--- config.mk ---
export PLATFORM = sky130hd
export DESIGN_NAME = icache_ctrl_responder
export DESIGN_NICKNAME = d
export VERILOG_FILES = /design/src/rtl/icache_ctrl_pkg.sv /design/src/rtl/icache_ctrl_responder_tag_match.sv /design/src/rtl/icache_ctrl_responder.sv
export SDC_FILE = /design/constraint.sdc
export NUM_CORES = 1
export LEC_CHECK = 0
export CAP_MARGIN = 20
export CORE_UTILIZATION = 44
export DETAILED_ROUTE_END_ITERATION = 8
export PLACE_DENSITY = 0.95
export SLEW_MARGIN = 40
export SYNTH_ARGS = -nofsm -noshare
export SYNTH_HDL_FRONTEND = slang
export SYNTH_SLANG_ARGS = --single-unit
--- constraint.sdc ---
create_clock -name clk_i -period 3.6 [get_ports clk_i]
set_clock_uncertainty 0.1 [all_clocks]
set_input_delay 0.72 -clock clk_i [delete_from_list [all_inputs] [get_ports clk_i]]
set_output_delay 0.72 -clock clk_i [all_outputs]
set_load 0.05 [all_outputs]
--- src/rtl/icache_ctrl_pkg.sv ---
// Shared types and width helpers for the icache control responder.
// States, pending-operation codes and address-split widths.
package icache_ctrl_pkg;

    typedef enum logic [2:0] {
        ST_IDLE,
        ST_DRAIN,
        ST_INV_ALL,
        ST_SEL_RD,
        ST_SEL_WR,
        ST_ACK,
        ST_WAIT_LOW
    } state_e;

    typedef enum logic [1:0] {
        OP_BYPASS_ON,
        OP_BYPASS_OFF,
        OP_FLUSH,
        OP_SEL_FLUSH
    } op_e;

    function automatic int set_w(input int nb_sets);
        return $clog2(nb_sets);
    endfunction

    function automatic int off_w(input int line_bytes);
        return $clog2(line_bytes);
    endfunction

    function automatic int tag_w(input int nb_sets, input int line_bytes);
        return 32 - $clog2(nb_sets) - $clog2(line_bytes);
    endfunction

endpackage

--- src/rtl/icache_ctrl_responder_tag_match.sv ---
// Per-way tag compare: a way hits when its entry is valid and its tag matches.
// Purely combinational; no flow control.
module icache_tag_match #(
    parameter int NB_WAYS = 4,
    parameter int TAG_W   = 22
) (
    input  logic [NB_WAYS*(TAG_W+1)-1:0] rdata_i,
    input  logic [TAG_W-1:0]             tag_i,
    output logic [NB_WAYS-1:0]           hit_o
);

    // Each entry is {valid, tag}, way 0 in the LSBs.
    always_comb begin
        hit_o = '0;
        for (int w = 0; w < NB_WAYS; w++) begin
            hit_o[w] = rdata_i[w*(TAG_W+1)+TAG_W] &&
                       (rdata_i[w*(TAG_W+1) +: TAG_W] == tag_i);
        end
    end

endmodule

--- src/rtl/icache_ctrl_responder.sv ---
// Cache-side icache control responder: bypass toggle, full flush and selective flush.
// Full flush acks 66 cycles after request (enabled, fetch idle); fetch is stalled during tag work.
module icache_ctrl_responder
    import icache_ctrl_pkg::*;
#(
    parameter int NB_SETS    = 64,
    parameter int NB_WAYS    = 4,
    parameter int LINE_BYTES = 16
) (
    input  logic                                 clk_i,
    input  logic                                 rst_i,
    input  logic                                 bypass_req_i,
    output logic                                 bypass_ack_o,
    input  logic                                 flush_req_i,
    output logic                                 flush_ack_o,
    input  logic                                 sel_flush_req_i,
    input  logic [31:0]                          sel_flush_addr_i,
    output logic                                 sel_flush_ack_o,
    input  logic                                 fetch_busy_i,
    output logic                                 fetch_stall_o,
    output logic                                 bypass_en_o,
    output logic                                 tag_req_o,
    output logic                                 tag_we_o,
    output logic [set_w(NB_SETS)-1:0]            tag_addr_o,
    output logic [NB_WAYS-1:0]                   tag_way_be_o,
    output logic [tag_w(NB_SETS,LINE_BYTES):0]   tag_wdata_o,
    input  logic [NB_WAYS*(tag_w(NB_SETS,LINE_BYTES)+1)-1:0] tag_rdata_i
);

    localparam int SET_W = set_w(NB_SETS);
    localparam int OFF_W = off_w(LINE_BYTES);
    localparam int TAG_W = tag_w(NB_SETS, LINE_BYTES);

    state_e               state_q;
    op_e                  op_q;
    logic                 bypass_en_q;
    logic                 flush_ack_q;
    logic                 sel_ack_q;
    logic                 stall_q;
    logic                 tag_req_q;
    logic                 tag_we_q;
    logic [SET_W-1:0]     tag_addr_q;
    logic [SET_W-1:0]     set_d;
    logic [NB_WAYS-1:0]   tag_be_q;
    logic [31-OFF_W:0]    addr_q;
    logic [NB_WAYS-1:0]   hit;
    logic                 sel_wr;
    logic                 addr_off_unused;

    assign addr_off_unused = ^sel_flush_addr_i[OFF_W-1:0];
    assign set_d           = tag_addr_q + SET_W'(1);

    icache_tag_match #(
        .NB_WAYS (NB_WAYS),
        .TAG_W   (TAG_W)
    ) u_tag_match (
        .rdata_i (tag_rdata_i),
        .tag_i   (addr_q[31-OFF_W:SET_W]),
        .hit_o   (hit)
    );

    always_ff @(posedge clk_i) begin
        if (rst_i) begin
            state_q     <= ST_IDLE;
            op_q        <= OP_BYPASS_ON;
            bypass_en_q <= 1'b1;
            flush_ack_q <= 1'b0;
            sel_ack_q   <= 1'b0;
            stall_q     <= 1'b0;
            tag_req_q   <= 1'b0;
            tag_we_q    <= 1'b0;
            tag_addr_q  <= '0;
            tag_be_q    <= '0;
            addr_q      <= '0;
        end else begin
            case (state_q)
                ST_IDLE: begin
                    if (bypass_req_i != bypass_en_q) begin
                        op_q    <= bypass_req_i ? OP_BYPASS_ON : OP_BYPASS_OFF;
                        state_q <= ST_DRAIN;
                        stall_q <= 1'b1;
                    end else if (flush_req_i) begin
                        op_q    <= OP_FLUSH;
                        state_q <= ST_DRAIN;
                        stall_q <= 1'b1;
                    end else if (sel_flush_req_i) begin
                        op_q    <= OP_SEL_FLUSH;
                        addr_q  <= sel_flush_addr_i[31:OFF_W];
                        state_q <= ST_DRAIN;
                        stall_q <= 1'b1;
                    end
                end
                ST_DRAIN: begin
                    if (!fetch_busy_i) begin
                        if (op_q == OP_BYPASS_ON) begin
                            bypass_en_q <= 1'b1;
                            stall_q     <= 1'b0;
                            state_q     <= ST_IDLE;
                        end else if (bypass_en_q && op_q != OP_BYPASS_OFF) begin
                            // Bypassed bank holds no live lines, so flushes ack at once.
                            flush_ack_q <= (op_q == OP_FLUSH);
                            sel_ack_q   <= (op_q == OP_SEL_FLUSH);
                            stall_q     <= 1'b0;
                            state_q     <= ST_ACK;
                        end else if (op_q == OP_SEL_FLUSH) begin
                            tag_req_q  <= 1'b1;
                            tag_we_q   <= 1'b0;
                            tag_be_q   <= '0;
                            tag_addr_q <= addr_q[SET_W-1:0];
                            state_q    <= ST_SEL_RD;
                        end else begin
                            tag_req_q  <= 1'b1;
                            tag_we_q   <= 1'b1;
                            tag_be_q   <= '1;
                            tag_addr_q <= '0;
                            state_q    <= ST_INV_ALL;
                        end
                    end
                end
                ST_INV_ALL: begin
                    if (tag_addr_q == SET_W'(NB_SETS - 1)) begin
                        tag_req_q  <= 1'b0;
                        tag_we_q   <= 1'b0;
                        tag_be_q   <= '0;
                        tag_addr_q <= '0;
                        stall_q    <= 1'b0;
                        if (op_q == OP_FLUSH) begin
                            flush_ack_q <= 1'b1;
                            state_q     <= ST_ACK;
                        end else begin
                            bypass_en_q <= 1'b0;
                            state_q     <= ST_IDLE;
                        end
                    end else begin
                        tag_addr_q <= set_d;
                    end
                end
                ST_SEL_RD: begin
                    tag_req_q <= 1'b0;
                    state_q   <= ST_SEL_WR;
                end
                ST_SEL_WR: begin
                    tag_addr_q <= '0;
                    stall_q    <= 1'b0;
                    sel_ack_q  <= 1'b1;
                    state_q    <= ST_ACK;
                end
                ST_ACK: begin
                    flush_ack_q <= 1'b0;
                    sel_ack_q   <= 1'b0;
                    state_q     <= ST_WAIT_LOW;
                end
                ST_WAIT_LOW: begin
                    if ((op_q == OP_FLUSH) ? !flush_req_i : !sel_flush_req_i) begin
                        state_q <= ST_IDLE;
                    end
                end
                default: state_q <= ST_IDLE;
            endcase
        end
    end

    // Read data arrives in SEL_WR, so the invalidate write is driven straight from the compare.
    assign sel_wr          = (state_q == ST_SEL_WR);
    assign tag_req_o       = sel_wr ? |hit : tag_req_q;
    assign tag_we_o        = sel_wr ? |hit : tag_we_q;
    assign tag_way_be_o    = sel_wr ? hit  : tag_be_q;
    assign tag_addr_o      = tag_addr_q;
    assign tag_wdata_o     = '0;
    assign bypass_en_o     = bypass_en_q;
    assign bypass_ack_o    = bypass_en_q;
    assign flush_ack_o     = flush_ack_q;
    assign sel_flush_ack_o = sel_ack_q;
    assign fetch_stall_o   = stall_q;

endmodule

======== Yosys cells after proc, flatten, opt, wreduce, memory -nomap -nowiden ========
Index checks and enable logic that the tools add are counted.
storage, ports and cells
  logic and storage cells ................. 130
  bits of input ports ..................... 130
  flip-flop bits (word level) ............. 49
  output and inout bits ................... 40
cells by class
  bitwise operators ....................... 2
  mux-type cells .......................... 63
  equality and inequality tests ........... 26
  $add $sub $neg .......................... 1
  reductions and logical operators ........ 27
operators by type and width
  kind                                                  count
  equality test 22 bit                                  4
  two-way mux 1 bit                                     31
  two-way mux 6 bit                                     5
  two-way mux 3 bit                                     9
  two-way mux 4 bit                                     6
  one-hot mux 3 bit (7 select lines)                    1
  AND reduction 5 bit                                   4
  inequality test 2 bit (second input constant)         9
  one-hot mux 6 bit (3 select lines)                    1
  AND reduction 4 bit                                   4
  nonzero test 3 bit                                    5
  equality test 3 bit (second input constant)           3
  one-hot mux 1 bit (3 select lines)                    3
  one-hot mux 4 bit (2 select lines)                    1
  adder 6 x 1 -> 6 bit (second input constant)          1
  equality test 3 x 2 -> 1 bit (second input constant)  2
  equality test 6 bit (second input constant)           1
  two-way mux 2 bit                                     3
  AND reduction 6 bit                                   1
  logical AND 1 bit                                     5
  equality test 2 bit (second input constant)           2
  inequality test 4 bit (second input constant)         1
  one-hot mux 1 bit (2 select lines)                    2
  one-hot mux 1 bit (4 select lines)                    1
  other kinds (12)                                      14

======== Depth between registers and ports, before layout ========
  depth after elaboration ................. 6
  mapped depth ............................ 8
  depth with buffers taken out ............ 7

======== Hierarchy ========
Synthesis repeated with hierarchy kept, for this count alone.
unflattened totals
  cell total of the unflattened synthesis .. 429
  area, all modules ....................... 3,370.7 µm²
modules (own cells, without submodules)
  module                 times used  seq. area each (µm²)  cells an instance  area each (µm²)
  icache_ctrl_responder  1           900.9                 308                2,386.0
  icache_tag_match       1           0.0                   121                984.7

======== Worst setup path after synthesis ========
No wires, ideal clock.
  path kind ............................... input to output
  from .................................... input port tag_rdata_i[48]
  to ...................................... output port tag_way_be_o[2]
  stages .................................. 4
  data required time ...................... 2.780 ns
  slack ................................... 0.441 ns
  buffers on the path ..................... 0
  data arrival time ....................... 2.339 ns
  cells stage by stage .................... xor2_1 -> nor4_1 -> nand4_1 -> o21ai_0
between the ends
  word-level cells in the longest chain between the ends .. 3
ends and longest elaborated chain
  element               RTL line                               source
  start: declaration    icache_ctrl_responder.sv:27            input logic [NB_WAYS*(tag_w(NB_SETS,LINE_BYTES)+1)-1:0] tag_rdata_i
  equality test 22 bit  icache_ctrl_responder_tag_match.sv:17  (rdata_i[w*(TAG_W+1) +: TAG_W] == tag_i);
  logical AND 1 bit     icache_ctrl_responder_tag_match.sv:16  hit_o[w] = rdata_i[w*(TAG_W+1)+TAG_W] &&
  two-way mux 4 bit     icache_ctrl_responder.sv:167           assign tag_way_be_o = sel_wr ? hit : tag_be_q;
  end: declaration      icache_ctrl_responder.sv:25            output logic [NB_WAYS-1:0] tag_way_be_o,
Every way passes these cells.

======== Worst setup path in the final report ========
  from .................................... input port tag_rdata_i[10]
  to ...................................... output port tag_we_o
between the ends
  word-level cells in the longest chain between the ends .. 4
ends and longest elaborated chain
  element               RTL line                               source
  equality test 22 bit  icache_ctrl_responder_tag_match.sv:17
  logical AND 1 bit     icache_ctrl_responder_tag_match.sv:16
  OR reduction 4 bit    icache_ctrl_responder.sv:166           assign tag_we_o = sel_wr ? |hit : tag_we_q;
  two-way mux 1 bit     icache_ctrl_responder.sv:166
  end: declaration      icache_ctrl_responder.sv:23            output logic tag_we_o,
Every way passes these cells.

==> reports/results.ini <==
[drt]
post-route-drc-count = 0
route.vias.total = 3454
route.detailed.wl_per_inst_um = 16.6
postRouteAntennaNets = 0
routed_wl_mm = 11.0
detailedRoute.firstIterationViolations = 139
detail_route.vias_per_cell = 5.23
number_of_iterations_in_the_first_detailed_routing_pass = 4

[cts]
clk_root_buffer_cell = sky130_fd_sc_hd__clkbuf_8
cts_inserted_buffers = 5
clk_path_buf_depth = 2
clock_latency_ps = 280
clock-sinks = 45
clkSlewWorstSetupHoldPaths_ps = 80
htree_levels = 2
tritoncts = yes

[power_and_ir_drop]
vdd.ir_drop.worst_mv = 0.472
leakagePower_nw = 1.80
power_per_cell_area_nw_per_um2 = 445

[logic_synthesis]
proportion_of_register_bits_with_asynchronous_set_or_reset_after_synthesis = 0
synth_enable_flop_cells = 0
syn_area_um2 = 3430
synth-seq-cells = 45
syn_avg_cell_area_um2 = 7.65
synth_top_flop_cell = sky130_fd_sc_hd__dfxtp_1
syn_inst = 448
synth-seq-area-share = 0.263
ys_warnings = 0
ys_types = 56

[timing]
post-route-period-util = 0.970
setup_viol = 0
worst_rel_slew_slack = 0.564
min_period_ps = 3490
hold_viol = 0
maxClockFrequency_mhz = 286
drv_slew = 0
final.hold.worst_slack_ps = 366
timing_worst_slew_pin_value_ps = 652
grt_setup_unrepaired = false

[die]
core_um2 = 7370
io_pins = 170
die_width_um = 90.2
initial_core_util = 0.465
die-area_um2 = 8140
core_rows = 31
die_height_um = 90.2

[cells_and_area]
layout_common_cells = sky130_fd_sc_hd__clkdlybuf4s50_1 (135), sky130_fd_sc_hd__nand2_1 (71), sky130_fd_sc_hd__xor2_1 (45), sky130_fd_sc_hd__dfxtp_1 (45), sky130_fd_sc_hd__xnor2_1 (43)
instances_no_fill = 660
antennaDiodeCount = 0
final_nets = 691
n_fill_cell = 580
layout-drive-gt1-share = 0.0624
mostFrequentLayoutCell = sky130_fd_sc_hd__clkdlybuf4s50_1
layout-area-overhead-vs-synth_pct = 42.8

[grt]
grt_use_total = 0.258
grt_pass1_wl_mm = 16.6
maximum_number_of_pins_on_one_net_before_global_route_repair = 46
globalRouteOverflowTotal = 0
first_global_vias = 3361
grt_antenna_before_repair = 0

[worst_setup_path]
timing.setup.critical_path_class = input port to output pin
worst_path_largest_cell_delay_ps = 490
crit_path_end_kind = output pin
worst_ep_required_time_ps = 2780
r2r_cells = 6
cp_max_fo = 2
worst_setup_sp_type = input port
path_common_cell = sky130_fd_sc_hd__nand4_1
crit_chain = clkdlybuf4s50_1 > xnor2_1 > nand4_1 > nor4_4 > buf_4 > nand4_1 > and4_4 > a21oi_4 > buf_12
cpMaxStageDelayCell = sky130_fd_sc_hd__clkdlybuf4s50_1
critical_path_arrival_ps = 2670

[placed_design]
port-buffer-count = 142
post-dp-hpwl_mm = 8.60
routabilityCongestion = 0.921
place_inst = 652

[worst_hold_path]
hold-path-cell-count = 2
min-delay-path-class = flop to flop

[job]
max-cap-violations = 0

[run_status]
run_status = finished clean

==> timing repair <==
action,4_1_cts,5_1_grt
cloned,0,0
pin swaps,0,3
setup endpoints to repair,2,2
hold buffers,0,0
buffers inserted,0,0
resized for setup,2,9
==> area by class of cell <==
class / count / area [µm²] / area share
Inverter: 5 / 18.8 / 0.00384
Sequential cell: 45 / 901 / 0.184
Clock buffer: 8 / 80.1 / 0.0164
Multi-Input combinational cell: 357 / 2250 / 0.461
Timing Repair Buffer: 146 / 1510 / 0.310
Tap cell: 99 / 124 / 0.0253
==> kinds of logic (layout without fill, tap and decap cells) <==
kind of cell / count (synthesis) / count (layout) / share of synthesized area
adder cells (fa/ha/maj): 1 / 1 / 0.00365
other: 1 / 23 / 0.00109
AO/OA/AOI/OAI: 85 / 85 / 0.157
XOR/XNOR: 90 / 90 / 0.232
buffers and inverters: 68 / 159 / 0.119
AND/OR/NAND/NOR: 156 / 156 / 0.218
flip-flops: 45 / 45 / 0.263
multiplexers: 2 / 2 / 0.00584
==> sequential cells by signal (all words and copies together), names as in the netlist <==
signal           flops
fetch_stall_o        1
sel_flush_ack_o      1
addr_q              28
state_q              3
bypass_ack_o         1
tag_req_q            1
tag_be_q             1
op_q                 2
tag_addr_o           6
flush_ack_o          1
==> report_power, final <==
group	internal, mW	switching [mW]
Sequential	0.576	0.162
Combinational	0.511	0.633
Clock	0.138	0.157
==> critical path: cells and delay by family <==
| kind | cells | cell delay, ps |
|---|---|---|
| buffers and inverters | 3 | 800 |
| AOI/OAI and AO/OA | 1 | 170 |
| and+or+nand+nor | 4 | 840 |
| xor gates and xnor gates | 1 | 130 |
==> synth_stat cells, types with 3 or more instances <==
cell type / instances / share of area
sky130_fd_sc_hd__a211oi_1: 4 / 0.0088
sky130_fd_sc_hd__a21oi_1: 38 / 0.056
sky130_fd_sc_hd__a21oi_2: 3 / 0.0077
sky130_fd_sc_hd__a22oi_1: 3 / 0.0066
sky130_fd_sc_hd__a31oi_1: 3 / 0.0055
sky130_fd_sc_hd__buf_2: 3 / 0.0044
sky130_fd_sc_hd__buf_4: 25 / 0.055
sky130_fd_sc_hd__buf_6: 3 / 0.0099
sky130_fd_sc_hd__clkbuf_1: 28 / 0.031
sky130_fd_sc_hd__dfxtp_1: 45 / 0.26
sky130_fd_sc_hd__inv_1: 5 / 0.0055
sky130_fd_sc_hd__nand2_1: 71 / 0.078
sky130_fd_sc_hd__nand2b_1: 4 / 0.0073
sky130_fd_sc_hd__nand3_1: 4 / 0.0058
sky130_fd_sc_hd__nand4_1: 16 / 0.029
sky130_fd_sc_hd__nor2_1: 26 / 0.028
sky130_fd_sc_hd__nor2b_1: 3 / 0.0055
sky130_fd_sc_hd__nor3_1: 5 / 0.0073
sky130_fd_sc_hd__nor4_1: 13 / 0.024
sky130_fd_sc_hd__o21ai_0: 16 / 0.023
sky130_fd_sc_hd__xnor2_1: 44 / 0.11
sky130_fd_sc_hd__xor2_1: 45 / 0.12
==> per-layer routing <==
| metal | track usage | up-vias | routed length (µm) |
|---|---|---|---|
| met5 | 0 | - | 0 |
| met4 | 0.122 | 0 | 448 |
| met3 | 0.0516 | 28 | 664 |
| met2 | 0.474 | 149 | 5680 |
| met1 | 0.282 | 1593 | 4170 |
| li1 | - | 1684 | - |
==> path summary, 6_finish.rpt <==
check / start / to / slack (ps)
min reg2reg: addr_q[3]$_SDFFE_PP0P_ / addr_q[3]$_SDFFE_PP0P_ / 370
max: tag_rdata_i[10] / tag_we_o / 110
min: addr_q[3]$_SDFFE_PP0P_ / addr_q[3]$_SDFFE_PP0P_ / 370
max reg2reg: bypass_ack_o$_SDFFE_PP1P_ / addr_q[21]$_SDFFE_PP0P_ / 1430
==> stage by stage <==
stage                     utilization  area, µm²  setup slack [ps]  setup TNS [ps]  power [mW]
after detailed placement        0.645       4750             -79.2            -148        1.85
after global placement          0.645       4750             -40.1           -79.7        1.82
after CTS                       0.658       4850              12.1               0        2.16
after floorplan                     -       3510               441               0        1.49
final                           0.664       4890               109               0        2.18
after global routing            0.664       4890              3.88               0        2.29
Note: power is estimated with default switching activity, not from simulation.
